==> src/rtl/router_fifo_param.sv <==
// Packet-aware synchronous FIFO with tagged header words, level flags and a read-side packet tracker.
// Optional sticky overflow/underflow flag: define ROUTER_FIFO_OVF_ERR_EN.
module router_fifo_param #(
    parameter int DATA_WIDTH = 8,
    parameter int DEPTH      = 16,
    parameter int AF_THRESH  = DEPTH - 2,
    parameter int AE_THRESH  = 2
) (
    input  logic                    clock,
    input  logic                    resetn,
    input  logic                    soft_reset,
    input  logic                    write_enb,
    input  logic                    read_enb,
    input  logic                    lfd_state,
    input  logic [DATA_WIDTH-1:0]   data_in,
    output logic                    full,
    output logic                    empty,
    output logic                    almost_full,
    output logic                    almost_empty,
    output logic [$clog2(DEPTH):0]  fill_level,
    output logic                    pkt_active,
    output logic [DATA_WIDTH-1:0]   data_out,
    output logic                    ovf_err
);
    localparam int AW = $clog2(DEPTH);
    localparam int PW = AW + 1;
    localparam int CW = DATA_WIDTH - 1;
    localparam logic [PW-1:0] AF_LVL = PW'(AF_THRESH);
    localparam logic [PW-1:0] AE_LVL = PW'(AE_THRESH);

    logic [DATA_WIDTH:0]   mem [DEPTH];
    logic [PW-1:0]         wr_ptr, rd_ptr;
    logic [CW-1:0]         remaining;
    logic [DATA_WIDTH:0]   rd_word;
    logic [CW-1:0]         len_load;
    logic                  wr_en, rd_en;

    // Extra pointer MSB distinguishes full from empty when the low bits match.
    assign full         = (wr_ptr[AW] != rd_ptr[AW]) && (wr_ptr[AW-1:0] == rd_ptr[AW-1:0]);
    assign empty        = (wr_ptr == rd_ptr);
    assign fill_level   = wr_ptr - rd_ptr;
    assign almost_full  = (fill_level >= AF_LVL);
    assign almost_empty = (fill_level <= AE_LVL);
    assign pkt_active   = (remaining != '0);

    assign wr_en    = write_enb && !full;
    assign rd_en    = read_enb && !empty;
    assign rd_word  = mem[rd_ptr[AW-1:0]];
    // Header length covers payload; the extra one accounts for the parity byte.
    assign len_load = {1'b0, rd_word[DATA_WIDTH-1:2]} + CW'(1);

    // Storage is never cleared; resetting the pointers makes old entries unreachable.
    always_ff @(posedge clock) begin
        if (wr_en && !soft_reset)
            mem[wr_ptr[AW-1:0]] <= {lfd_state, data_in};
    end

    always_ff @(posedge clock or negedge resetn) begin
        if (!resetn) begin
            wr_ptr    <= '0;
            rd_ptr    <= '0;
            remaining <= '0;
            data_out  <= '0;
        end else if (soft_reset) begin
            wr_ptr    <= '0;
            rd_ptr    <= '0;
            remaining <= '0;
            data_out  <= '0;
        end else begin
            if (wr_en)
                wr_ptr <= wr_ptr + PW'(1);
            if (rd_en) begin
                rd_ptr   <= rd_ptr + PW'(1);
                data_out <= rd_word[DATA_WIDTH-1:0];
                if (rd_word[DATA_WIDTH])
                    remaining <= len_load;
                else if (remaining != '0)
                    remaining <= remaining - CW'(1);
            end
        end
    end

`ifdef ROUTER_FIFO_OVF_ERR_EN
    // Sticky: records misuse but never blocks later traffic.
    always_ff @(posedge clock or negedge resetn) begin
        if (!resetn)
            ovf_err <= 1'b0;
        else if (soft_reset)
            ovf_err <= 1'b0;
        else if ((write_enb && full) || (read_enb && empty))
            ovf_err <= 1'b1;
    end
`else
    assign ovf_err = 1'b0;
`endif

endmodule

==> config.mk <==
export PLATFORM = sky130hd
export DESIGN_NAME = router_fifo_param
export DESIGN_NICKNAME = d
export VERILOG_FILES = /design/src/rtl/router_fifo_param.sv
export SDC_FILE = /design/constraint.sdc
export NUM_CORES = 1
export LEC_CHECK = 0
export BUFFER_PORTS_ARGS = -buffer_cell sky130_fd_sc_hd__buf_2
export CAP_MARGIN = 25
export CORE_ASPECT_RATIO = 2
export CORE_MARGIN = 2
export CORE_UTILIZATION = 55
export CTS_CLUSTER_DIAMETER = 80
export DETAILED_ROUTE_END_ITERATION = 10
export PLACE_DENSITY_LB_ADDON = 0.1
export RECOVER_POWER = 100
export SLEW_MARGIN = 10
export SYNTH_ARGS = -nofsm -noshare
export SYNTH_HDL_FRONTEND = slang
export SYNTH_SLANG_ARGS = --single-unit
==> constraint.sdc <==
create_clock -name clock -period 4.5 [get_ports clock]
set_input_delay 0.9 -clock clock [delete_from_list [all_inputs] [get_ports clock]]
set_output_delay 0.9 -clock clock [all_outputs]
set_load 0.01 [all_outputs]
# [Word level (Yosys, flattened, before mapping)]
# Memory sizes are Yosys's and may differ from the RTL's.
# Index checks and enable logic that the tools add are counted.
# Widths: inputs -> output; s select.
[totals] input_bits=14 reg_bits=25 ramBits=144 out_inout_bits=19 mem_count=1
[mem_list] memory="mem" depth=16 word_bits=9 read_ports=1 rd_ports_with_merged_regs=0 write_ports=1 line="31" source="logic [DATA_WIDTH:0] mem [DEPTH];"
[classes] n_mux=12 n_eq_ne=3 add_sub_neg=5 n_reduce_logical=12 magnitude_cmp=2
[ops] operator="$mux 7" count=4
[ops] operator="$mux 5" count=4
[ops] operator="$mux 8" count=2
[ops] operator="$add 5x1->5 const B" count=2
[ops] operator="$add 6x1->7 const B" count=1
[ops] operator="$reduce_bool 7->1" count=1
[ops] operator="$sub 7x1->7 const B" count=1
[ops] operator="$eq 5x5->1" count=1
[ops] operator="$ge 5x4->1 const B" count=1
[ops] operator="$le 5x2->1 const B" count=1
[ops] operator="$sub 5x5->5" count=1
[ops] operator="$eq 4x4->1" count=1
[ops] operator="$logic_and 1x1->1" count=4
[ops] operator="$reduce_bool 2->1" count=2
[ops] operator="$logic_not 1->1" count=3
[ops] operator="$reduce_bool 3->1" count=1
[ops] operator="$mux 1" count=2
[ops] operator="$reduce_and 2->1" count=1
[ops] operator="$ne 1x1->1" count=1

# [Logic depth before layout (Yosys ltp)]
[depth] depth_word=7 mapped_depth=12

# [Least setup slack after synthesis]
# OpenSTA, ideal clock, no wires.
[synth_path] path_kind="flip-flop to output port" startpoint="register rd_ptr[1]" endpoint="output almost_empty" n_path_buf=3 path_slack_ps=850 arrival_ps=2750 path_stages_with_launch=10 t_required_ps=3600 path_cell_list="dfrtp_1 buf_2 buf_2 buf_1 inv_1 fa_1 a21o_1 a21oi_1 xnor2_1 a2111oi_0"
[synth_between] elab_chain_len=2
[synth_rtl] element="from (decl)" line="32" source="logic [PW-1:0] wr_ptr, rd_ptr;"
[synth_rtl] element="from (signal assigned)" line="73" source="rd_ptr <= rd_ptr + PW'(1);"
[synth_rtl] element="$sub 5x5->5" line="41" source="assign fill_level = wr_ptr - rd_ptr;"
[synth_rtl] element="via fill_level[4]" line="20" source="output logic [$clog2(DEPTH):0] fill_level,"
[synth_rtl] element="$le 5x2->1" line="43" source="assign almost_empty = (fill_level <= AE_LVL);"
[synth_rtl] element="to (decl)" line="19" source="output logic almost_empty,"
# The timed path passes the listed nets, and every way through them passes these cells.

# [Worst setup path in the final report]
[layout_path] startpoint="register wr_ptr[0]" endpoint="output almost_empty"
[layout_between] elab_chain_len=2
[layout_rtl] element="from (decl)" line="32"
[layout_rtl] element="from (signal assigned)" line="71" source="wr_ptr <= wr_ptr + PW'(1);"
[layout_rtl] element="$sub 5x5->5" line="41"
[layout_rtl] element="$le 5x2->1" line="43"
# Every way passes these cells.

==> results.py <==
metrics = {
    "pwr": {
        "switching_power_w": 0.00104,
        "combPwrFrac": 0.172,
        "p_clk_frac": 0.387,
        "p_leak_nw": 2.69,
        "p_int_w": 0.00297,
        "ir_drop_uv": 346,
        "seqPwrFrac": 0.441,
        "switching_share": 0.259,
        "power-per-cell-area_nw_per_um2": 501,
    },
    "die": {
        "ios": 33,
        "die-area_um2": 14000,
        "core.rowCount": 58,
        "initial_utilization": 0.566,
        "core_um2": 12600,
        "dieWidth_um": 84.6,
        "die_h_um": 165,
    },
    "yosys": {
        "yosysMostFrequentCell": "edfxtp_1",
        "syn_nets": 444,
        "synth_area_um2": 7140,
        "yosys.cell_types.count": 47,
        "synthCells": 418,
        "async_flop_share": 0.148,
        "synth_common_cells": "144 x edfxtp_1, 38 x nand2_1, 33 x mux4_2",
        "synth_warnings": 0,
        "ys_seq_area_frac": 0.693,
        "syn_area_per_cell_um2": 17.1,
        "synth_area_leader_cell": "edfxtp_1",
        "synthFlopType": "edfxtp_1",
        "netlist.area_leader.share": 0.605,
        "synthTopCellsByArea": "edfxtp_1 61%, mux4_2 10%, dfrtp_1 8.8%, mux4_1 2.2%, nand2_1 2.0%",
        "ys_ff_latch": 169,
        "synth_edf_count": 144,
    },
    "timing": {
        "fin_worst_skew_ns": 0.0168,
        "timing.fmax_ghz": 0.288,
        "max_slew_margin": 0.0707,
        "worst_slack_ns": 1.03,
        "finalSetupTns_ns": 0,
        "min_period_ns": 3.47,
        "rsz0062_at_grt": "no",
        "slew_violations": 0,
        "tightest_slew_ns": 1.39,
        "min_period_over_period": 0.771,
        "setup_violations": 0,
        "hold_viol": 0,
    },
    "placement": {
        "dp.final_hpwl_um": 10400,
        "gp_congestion": 0.891,
        "dp_slack_ns": 1.48,
        "port_buffers": 31,
    },
    "global_route": {
        "grt_antenna_before_repair": 0,
        "grt_max_degree": 40,
        "grt_pass1_vias": 3918,
        "grt_pass1_wl_um": 22300,
        "grt_usage": 0.221,
        "grt_overflow": 0,
    },
    "routing": {
        "wl_um": 14500,
        "vias": 3780,
        "drc": 0,
        "wire_per_inst_um": 23.4,
        "drtAntennaViolNets": 0,
        "drtIter0Drc": 244,
        "viasPerCell": 6.09,
        "first_pass_iters": 5,
    },
    "clock_tree": {
        "root_buffer": "clkbuf_16",
        "post_cts_buffers": 0,
        "holdBufCountCts": 0,
        "cts_buffers": 17,
        "ctsResizeCount": 0,
        "clk_pin_slew_ns": 0.06,
        "clkLatencyLatePin_ns": 0.42,
        "clockBufferDepth": 2,
        "cts_tree": "yes",
        "clock-sinks": 169,
        "htreeDepth": 4,
    },
    "worst_setup_path": {
        "path_common_cell": "inv_1",
        "path_class": "flop to primary output",
        "worstRegToRegCells": 7,
        "cpPeakStageDelay_ns": 0.41,
        "cp_num_buf_inv": 3,
        "crit_path_top_delay_cell": "dfrtp_1",
        "path_cells": "inv_1 > ha_1 > inv_1 > fa_1 > a21o_1 > a21oi_1 > xnor2_1 > a2111oi_0 > clkbuf_1",
        "worst_setup_path_start_kind": "flop",
        "path_depth": 9,
        "crit_family": "compound AO/OA/AOI/OAI gates",
        "path_max_fanout": 4,
        "critical_path_required_ns": 3.60,
        "crit_arrival_ns": 2.57,
        "cp-end-kind": "primary output",
    },
    "run_status": {
        "status": "finished clean",
    },
    "final_layout": {
        "final_layout_size_suffix_gt1_frac": 0.174,
        "n_antenna_cell": 0,
        "syn2layout_area_growth_pct": 12.1,
        "finalNetCount": 484,
        "nFillCells": 935,
    },
    "hold_path": {
        "hold_path_depth": 2,
        "hold_path_class": "flop to flop",
    },
    "job": {
        "drv_cap": 0,
    },
}
==> layout by cell type (no fill, tap or decap), types with 2 or more instances in the layout <==
cell and n:
buf_4 5, a22oi_2 2, inv_1 9, nand2_1 38
xnor2_1 8, mux4_1 6, ha_1 11, o21ai_0 6
nor3_1 5, nor2_1 27, nand4_1 4, a21o_1 2
a22oi_1 13, edfxtp_1 144, clkbuf_16 17, nand3_1 4
inv_6 7, a31o_2 2, or3_1 4, mux2i_1 2
o22ai_1 3, bufinv_16 4, o32ai_1 2, a21oi_1 16
xor2_1 8, dfrtp_1 24, nand2b_1 6, clkbuf_1 33
mux4_2 33, nor2b_1 3, buf_2 3
==> cells by family after synthesis <==
family          synth area share
compound gates            0.0508
xor+xnor                  0.0196
flops                      0.693
mux                        0.131
simple gates              0.0618
other cells             0.000525
fa+ha+maj                 0.0221
buf+inv                   0.0215
==> cell type report <==
cell class,count,area [um2],share of cell area
timing repair buffer,40,173,0.0216
tap,150,188,0.0234
clock buffer,18,429,0.0536
clock inverter,14,205,0.0256
multi-input combinational,220,2030,0.253
sequential,169,4950,0.618
inverter,10,37.5,0.00469
==> power groups by stage <==
stage	sequential (W)	combinational [W]	clock, W
global placement	0.00180	0.000692	0
finish	0.00177	0.000689	0.00156
CTS	0.00177	0.000709	0.00158
floorplan	0.00180	0.000511	0
detailed placement	0.00180	0.000707	0
global route	0.00177	0.000751	0.00163
==> worst register-to-register path: cells and delay by family (launching register included) <==
family                     cells  cell delay [ns]
adders and majority gates      1             0.33
AOI/OAI and AO/OA              1             0.21
DFF                            1             0.52
and+or+nand+nor                4             1.41
buffers and inverters          1             0.12
==> per-stage QoR <==
step	util	area, um2	power (W)	hold slack, ns	std cells
2_1_floorplan	-	7140	0.00231	0.504	418
3_3_place_gp	0.589	7440	0.00249	0.511	589
3_5_place_dp	0.589	7440	0.00251	0.513	589
4_1_cts	0.639	8070	0.00406	0.483	621
5_1_grt	0.634	8010	0.00416	0.543	621
6_report	0.634	8010	0.00402	0.520	621
==> flip-flops by register name, summed over array words and instances (netlist names) <==
signal,cells
mem,144
data_out,8
remaining,7
rd_ptr,5
wr_ptr,5
==> per-layer routing <==
layer,wire [um],track usage,share of wire,vias up
li1,-,-,-,1715
met1,5370,0.243,0.37,1950
met2,8350,0.416,0.57,99
met5,0,0,0,-
met3,536,0.0482,0.037,16
met4,274,0.0750,0.019,0
==> worst paths after layout <==
kind                           endpoint  slack [ns]         from
max                        almost_empty        1.03    wr_ptr[0]
min                         data_out[1]        0.52  data_out[1]
max reg2reg                   mem[5][7]        1.51    rd_ptr[3]
min reg2reg                 data_out[1]        0.52  data_out[1]
max in group asynchronous     rd_ptr[0]        2.78       resetn
min in group asynchronous     wr_ptr[1]        0.78       resetn
No activity file was read; power rests on OpenSTA's default activity.
